$ cat config.mk
export PLATFORM = sky130hd
export DESIGN_NAME = mem8x8_host_ctrl
export DESIGN_NICKNAME = d
export VERILOG_FILES = /design/src/rtl/mem8x8_host_ctrl.sv
export SDC_FILE = /design/constraint.sdc
export NUM_CORES = 1
export LEC_CHECK = 0
export CORE_UTILIZATION = 52
export CTS_BUF_LIST = sky130_fd_sc_hd__clkbuf_4
export CTS_CLUSTER_SIZE = 24
export DETAILED_ROUTE_END_ITERATION = 7
export PLACE_DENSITY = 0.83
export SLEW_MARGIN = 15
export SYNTH_ARGS = -nofsm -noshare
export SYNTH_HDL_FRONTEND = slang
export SYNTH_SLANG_ARGS = --single-unit
export TNS_END_PERCENT = 100
$ cat constraint.sdc
create_clock -name clk -period 5.84 [get_ports clk]
set_input_delay 1.168 -clock clk [delete_from_list [all_inputs] [get_ports clk]]
set_output_delay 1.168 -clock clk [all_outputs]
set_load 0.02 [all_outputs]
$ cat src/rtl/mem8x8_host_ctrl.sv
// Host-side initiator for the 8x8 memory: clears memory after reset, then runs single
// read/write transactions as a setup phase followed by a select strobe, and returns a response.
module mem8x8_host_ctrl #(
  parameter int         STROBE_CYCLES = 1,
  parameter bit         INIT_EN       = 1'b1,
  parameter logic [7:0] INIT_VALUE    = 8'h00
) (
  input  logic       clk,
  input  logic       rst_n,
  input  logic       req_valid,
  output logic       req_ready,
  input  logic       req_write,
  input  logic [2:0] req_addr,
  input  logic [7:0] req_wdata,
  output logic       rsp_valid,
  input  logic       rsp_ready,
  output logic       rsp_write,
  output logic [7:0] rsp_data,
  output logic       init_done,
  output logic [2:0] mem_address,
  output logic [7:0] mem_data_in,
  output logic       mem_rw,
  output logic       mem_select,
  input  logic [7:0] mem_data_out
);

  typedef enum logic [2:0] {
    S_INIT_SETUP,
    S_INIT_STROBE,
    S_IDLE,
    S_SETUP,
    S_STROBE,
    S_RESP
  } state_t;

  localparam state_t     RESET_STATE = INIT_EN ? S_INIT_SETUP : S_IDLE;
  localparam logic [1:0] STROBE_LAST = 2'(STROBE_CYCLES - 1);

  state_t     state, state_d;
  logic [1:0] scnt, scnt_d;
  logic [2:0] cnt, cnt_d;
  logic       lat_write, lat_write_d;
  logic [7:0] lat_wdata, lat_wdata_d;

  logic       req_ready_d, rsp_valid_d, rsp_write_d, init_done_d;
  logic [7:0] rsp_data_d, mem_data_in_d;
  logic [2:0] mem_address_d;
  logic       mem_rw_d, mem_select_d;

  always_ff @(posedge clk or negedge rst_n) begin
    if (!rst_n) begin
      state       <= RESET_STATE;
      scnt        <= '0;
      cnt         <= '0;
      lat_write   <= 1'b0;
      lat_wdata   <= '0;
      req_ready   <= 1'b0;
      rsp_valid   <= 1'b0;
      rsp_write   <= 1'b0;
      rsp_data    <= '0;
      init_done   <= 1'b0;
      mem_address <= '0;
      mem_data_in <= '0;
      mem_rw      <= 1'b0;
      mem_select  <= 1'b0;
    end else begin
      state       <= state_d;
      scnt        <= scnt_d;
      cnt         <= cnt_d;
      lat_write   <= lat_write_d;
      lat_wdata   <= lat_wdata_d;
      req_ready   <= req_ready_d;
      rsp_valid   <= rsp_valid_d;
      rsp_write   <= rsp_write_d;
      rsp_data    <= rsp_data_d;
      init_done   <= init_done_d;
      mem_address <= mem_address_d;
      mem_data_in <= mem_data_in_d;
      mem_rw      <= mem_rw_d;
      mem_select  <= mem_select_d;
    end
  end

  // Outputs are computed for the state being entered, so every output is a flop.
  always_comb begin
    state_d       = state;
    scnt_d        = scnt;
    cnt_d         = cnt;
    lat_write_d   = lat_write;
    lat_wdata_d   = lat_wdata;
    req_ready_d   = 1'b0;
    rsp_valid_d   = rsp_valid;
    rsp_write_d   = rsp_write;
    rsp_data_d    = rsp_data;
    init_done_d   = init_done;
    mem_address_d = mem_address;
    mem_data_in_d = mem_data_in;
    mem_rw_d      = mem_rw;
    mem_select_d  = 1'b0;

    case (state)
      S_INIT_SETUP: begin
        state_d       = S_INIT_STROBE;
        scnt_d        = '0;
        mem_address_d = cnt;
        mem_data_in_d = INIT_VALUE;
        mem_rw_d      = 1'b1;
        mem_select_d  = 1'b1;
      end
      S_INIT_STROBE: begin
        if (scnt == STROBE_LAST) begin
          if (cnt == 3'd7) begin
            state_d     = S_IDLE;
            cnt_d       = '0;
            init_done_d = 1'b1;
            req_ready_d = 1'b1;
          end else begin
            state_d       = S_INIT_SETUP;
            cnt_d         = cnt + 3'd1;
            mem_address_d = cnt + 3'd1;
            mem_data_in_d = INIT_VALUE;
            mem_rw_d      = 1'b1;
          end
        end else begin
          scnt_d       = scnt + 2'd1;
          mem_select_d = 1'b1;
        end
      end
      S_IDLE: begin
        init_done_d = 1'b1;
        req_ready_d = 1'b1;
        if (req_valid && req_ready) begin
          state_d       = S_SETUP;
          req_ready_d   = 1'b0;
          lat_write_d   = req_write;
          lat_wdata_d   = req_wdata;
          mem_address_d = req_addr;
          mem_data_in_d = req_wdata;
          mem_rw_d      = req_write;
        end
      end
      S_SETUP: begin
        state_d      = S_STROBE;
        scnt_d       = '0;
        mem_select_d = 1'b1;
      end
      S_STROBE: begin
        if (scnt == STROBE_LAST) begin
          state_d     = S_RESP;
          rsp_valid_d = 1'b1;
          rsp_write_d = lat_write;
          rsp_data_d  = lat_write ? lat_wdata : mem_data_out;
        end else begin
          scnt_d       = scnt + 2'd1;
          mem_select_d = 1'b1;
        end
      end
      S_RESP: begin
        if (rsp_ready) begin
          state_d     = S_IDLE;
          rsp_valid_d = 1'b0;
          req_ready_d = 1'b1;
        end
      end
      default: state_d = RESET_STATE;
    endcase
  end

endmodule

Word-level counts from Yosys, hierarchy flattened
Index checks and enable logic that the tools add are counted. Widths: inputs -> output; s select.

ROM bits: 0. Memories: 0. Flip-flop bits (word level): 42. Bits in latches: 0. Input port bits: 24. Word-level logic and storage cells: 81. RAM bits: 0. Output and inout port bits: 25.

Reductions and logical operators: 17. $lt $le $gt $ge: 0. Shifts and indexed selects: 0. Bitwise operators: 0. Mux-type cells: 35. Divide/modulo/power cells: 0. Add/sub/neg operators: 2. Equal/unequal tests: 13. $mul: 0.

Operators with widths (number): $mux 8 (4); $mux 3 (8); $pmux 8 s3 (1); $pmux 3 s6 (1); $ne 2x2->1 const B (7); $mux 1 (12); $eq 3x3->1 const B (3); $pmux 3 s3 (1); $reduce_and 2->1 (4); $reduce_and 4->1 (2); $eq 3x2->1 const B (2); $pmux 1 s2 (3); $pmux 1 s3 (2); $reduce_and 3->1 (2); $reduce_bool 2->1 (3); $mux 2 (2); $pmux 2 s2 (1); $reduce_or 2->1 (2); $add 3x1->3 const B (1); $eq 3x1->1 const B (1); $logic_not 3->1 (1); $reduce_bool 3->1 (1); $add 2x1->2 const B (1); $logic_not 2->1 (1); $logic_and 1x1->1 (1).

Depth between registers and ports, before layout
Depth in word-level cells: 4. Gate-level depth with buffers: 7. Mapped depth without buffers: 5.

Worst setup path after synthesis
No wires, ideal clock.

Kind: input-to-reg. From: in req_valid. To: reg lat_wdata[7]. Library setup time: 0.125 ns. Path slack: 3.637 ns. Required time: 5.715 ns. Arrival time: 2.078 ns. Cell stages on the path: 4. Path buffers: 1. Cells stage by stage: nand2_1 > nor3_4 > buf_4 > mux2_2.

Longest elaborated chain between the ends: 2.

Ends and longest elaborated chain: from (decl) (line 10) `input logic req_valid,`; $logic_and 1x1->1 (line 132) `if (req_valid && req_ready) begin`; $reduce_and 2->1 (no source line); to (signal assigned) (line 71) `lat_wdata <= lat_wdata_d;`; to (decl) (line 43) `logic [7:0] lat_wdata, lat_wdata_d;`.

Every way passes these cells. A chain may end at the register's enable or synchronous reset.

Final worst setup path
From: in req_valid. To: reg lat_wdata[3].

Same word-level chain as after synthesis.

==> flow_summary.toml <==
[pwr]
power_w = 0.001211
power_per_cell_area_mw_per_mm2 = 462.0
total_leakage_power_nw = 1.116
irDropWorstVdd_mv = 0.3408

[route]
vias = 1562
viasPerCell = 5.807
wl_per_cell_um = 16.40
drtAntennaViolNets = 0
firstDrtPassIters = 4
drcViolationCount = 0
finalWirelength_um = 4411
drt_iter0_markers = 73

[final_layout]
finalCoreUtilization_pct = 70.02
drive_gt1_share_pct = 16.74
final_nets = 247
nFillCells = 286
diodes = 0
area_delta_synth_final_pct = 26.20
final_cell_area_mm2 = 0.002621

[clocking]
cts_htree_levels = 2
root_buffer = "clkbuf_4"
clockBufferDepth = 2
path_clk_slew_ns = 0.13
cts_setup_buffers = 0
cts_made_buffers = 5
clock_latency_ns = 0.36
cts_resized = 0
cts_tree = "yes"
cts.sinks = 42
cts_hold_buf = 0

[setup_path]
crit_fanout = 17
cp_data_arrival_time_ns = 2.85
startpoint = "req_valid"
end_kind = "flop"
r2r-start = "state[1]$_DFFE_PN0P_"
path_class = "input port to flop"
crit_required_ns = 6.10
startpoint_type = "input port"

[synth]
syn-cell-area_mm2 = 0.002077
syn_avg_cell_area_um2 = 11.67
ys_seq_elements = 42
ys_warn_count = 0
syn_nets = 205
netlist_instances = 178
ys_seq_area_share_pct = 50.60
ys_types = 44

[timing]
hold_violations = 0
finalMaxSlewViolations = 0
finalCriticalPeriod_ns = 2.592
tightest_slew_ns = 0.8785
fin_skew_ns = 0.01141
fmax_mhz = 385.7
rsz0062_at_grt = "no"
finalWorstSetupSlack_ns = 3.248
finalSetupTns_ns = 0
timing.slew.headroom_pct = 41.43
setup_viol = 0
fin_crit_sh_pct = 44.39

[placement]
dpl_cell_area_mm2 = 0.002540
preCtsSetupSlack_ns = 2.886
hpwl_um = 3119
io_buffers = 48
routabilityCongestion = 0.7976

[global_routing]
grt_max_degree = 43
overflow = 0
grt_antenna_before_repair = 0
grt_pass1_wl_um = 7355
track_usage_pct = 23.54
first_global_vias = 1493

[min_path]
hp-class = "flop to flop"
hold_start = "init_done$_DFFE_PN0P_"

[die]
die_x_um = 65.20
die-area_mm2 = 0.004251
core-area_mm2 = 0.003744
chipHeight_um = 65.20
pin_count = 49
start_util_pct = 55.48
rows = 22

[status]
status = "complete, no violations"

[run]
maxCapViolCount = 0
[path summary, 6_finish.rpt]
| check | to | slack [ns] | depth (start not counted) |
|---|---|---|---|
| setup / recovery | lat_wdata[3]$_DFFE_PN0P_ | 3.25 | 4 |
| hold / removal | init_done$_DFFE_PN0P_ | 0.49 | 1 |
| setup reg to reg | lat_wdata[3]$_DFFE_PN0P_ | 3.65 | 3 |
| hold reg to reg | init_done$_DFFE_PN0P_ | 0.49 | 1 |
| max in group asynchronous | init_done$_DFFE_PN0P_ | 4.38 | 1 |
| min in group asynchronous | mem_data_in[6]$_DFFE_PN0P_ | 0.90 | 1 |
[critical path, stage by stage]
cell and delay, ns:
clkdlybuf4s50_1 0.53, nand2_1 0.15, nor3_4 0.57, mux2_2 0.42
[report_power, final]
part	leakage, nW	switching [W]	internal (W)
registers	0.513	0.000122	0.000380
clock network	0.0456	0.0000991	0.0000909
logic	0.557	0.000232	0.000287
total	1.12	0.000453	0.000758
[cell families (layout without fill, tap and decap cells)]
family	count (synthesis)	in the layout	synth area share, %
fa+ha+maj	3	3	1.807
mux	25	25	13.43
buf+inv	18	61	4.879
flops	42	42	50.60
simple gates	51	51	15.72
compound gates	39	39	13.56
[cells in the final DEF (no fill, tap or decap), types with 2 or more instances in the layout]
master	Yosys	final
clkdlybuf4s50_1	0	47
o22a_1	2	2
a21oi_1	12	12
mux2_4	2	2
nor2_1	10	10
mux2i_1	8	8
nand2b_1	2	2
nor3b_1	4	4
or4b_2	2	2
inv_1	4	4
nand2_1	10	10
clkbuf_4	0	5
mux2_2	15	15
o21bai_1	3	3
nor2b_1	7	7
ha_1	3	3
nor3_1	2	2
o221ai_1	2	2
nand3b_1	2	2
a22o_1	8	8
or2_2	2	2
o21ai_0	2	2
o32ai_1	3	3
dfrtp_1	42	42
[cell usage after synthesis (all sizes together)]
| cell type | instances | area share (%) |
|---|---|---|
| o221ai | 2 | 0.84 |
| o211ai | 1 | 0.36 |
| or4b | 3 | 1.4 |
| mux2 | 17 | 9.6 |
| nand4b | 1 | 0.42 |
| buf | 11 | 3.6 |
| o22a | 2 | 0.84 |
| a221o | 1 | 0.48 |
| nor3b | 4 | 1.4 |
| a21o | 1 | 0.36 |
| clkbuf | 3 | 0.54 |
| or2 | 3 | 0.90 |
| inv | 4 | 0.72 |
| nor2b | 7 | 2.1 |
| a21oi | 12 | 2.9 |
| a31o | 1 | 0.42 |
| o2bb2ai | 1 | 0.42 |
| nand2b | 3 | 1.3 |
| dfrtp | 42 | 51 |
| a22o | 8 | 3.4 |
| o21bai | 3 | 1.1 |
| o32ai | 3 | 1.3 |
| nand3b | 3 | 1.7 |
| o22ai | 1 | 0.30 |
| nor4bb | 1 | 0.48 |
| or3 | 1 | 0.30 |
| o21ai | 2 | 0.48 |
| a32oi | 1 | 0.42 |
| ha | 3 | 1.8 |
| nand2 | 10 | 1.8 |
| mux2i | 8 | 3.9 |
| nor2 | 10 | 1.8 |
| nor3 | 4 | 1.7 |
| and3 | 1 | 0.30 |
[layer usage]
layer | global-route usage, % | vias up | share of wire, %
li1 | - | 727 | -
met3 | 6.597 | 9 | 4.1
met2 | 35.05 | 40 | 47
met4 | 10.33 | 0 | 2.1
met1 | 31.96 | 786 | 47
met5 | 0 | - | 0
[layout make-up]
class	count	area (µm²)	area share (%)
clock inverter	3	43.79	1.671
sequential	42	1051	40.10
timing repair buffer	49	483.0	18.42
inverter	4	15.01	0.5728
multi-input combinational	118	930.9	35.51
tap	48	60.06	2.291
clock buffer	5	37.54	1.432
[registers in the layout, summed over array words and instances, names as in the netlist, 2 cells and up]
name	flops
state	3
mem_data_in	8
cnt	3
mem_address	3
lat_wdata	8
rsp_data	8
scnt	2
[stage by stage]
step                      cells  hold slack [ns]
after floorplan             178           0.4803
after global placement      261           0.4527
after detailed placement    261           0.4624
after CTS                   269           0.4901
after global routing        269           0.5136
final                       269           0.4932
(Power assumes the default switching activity.)
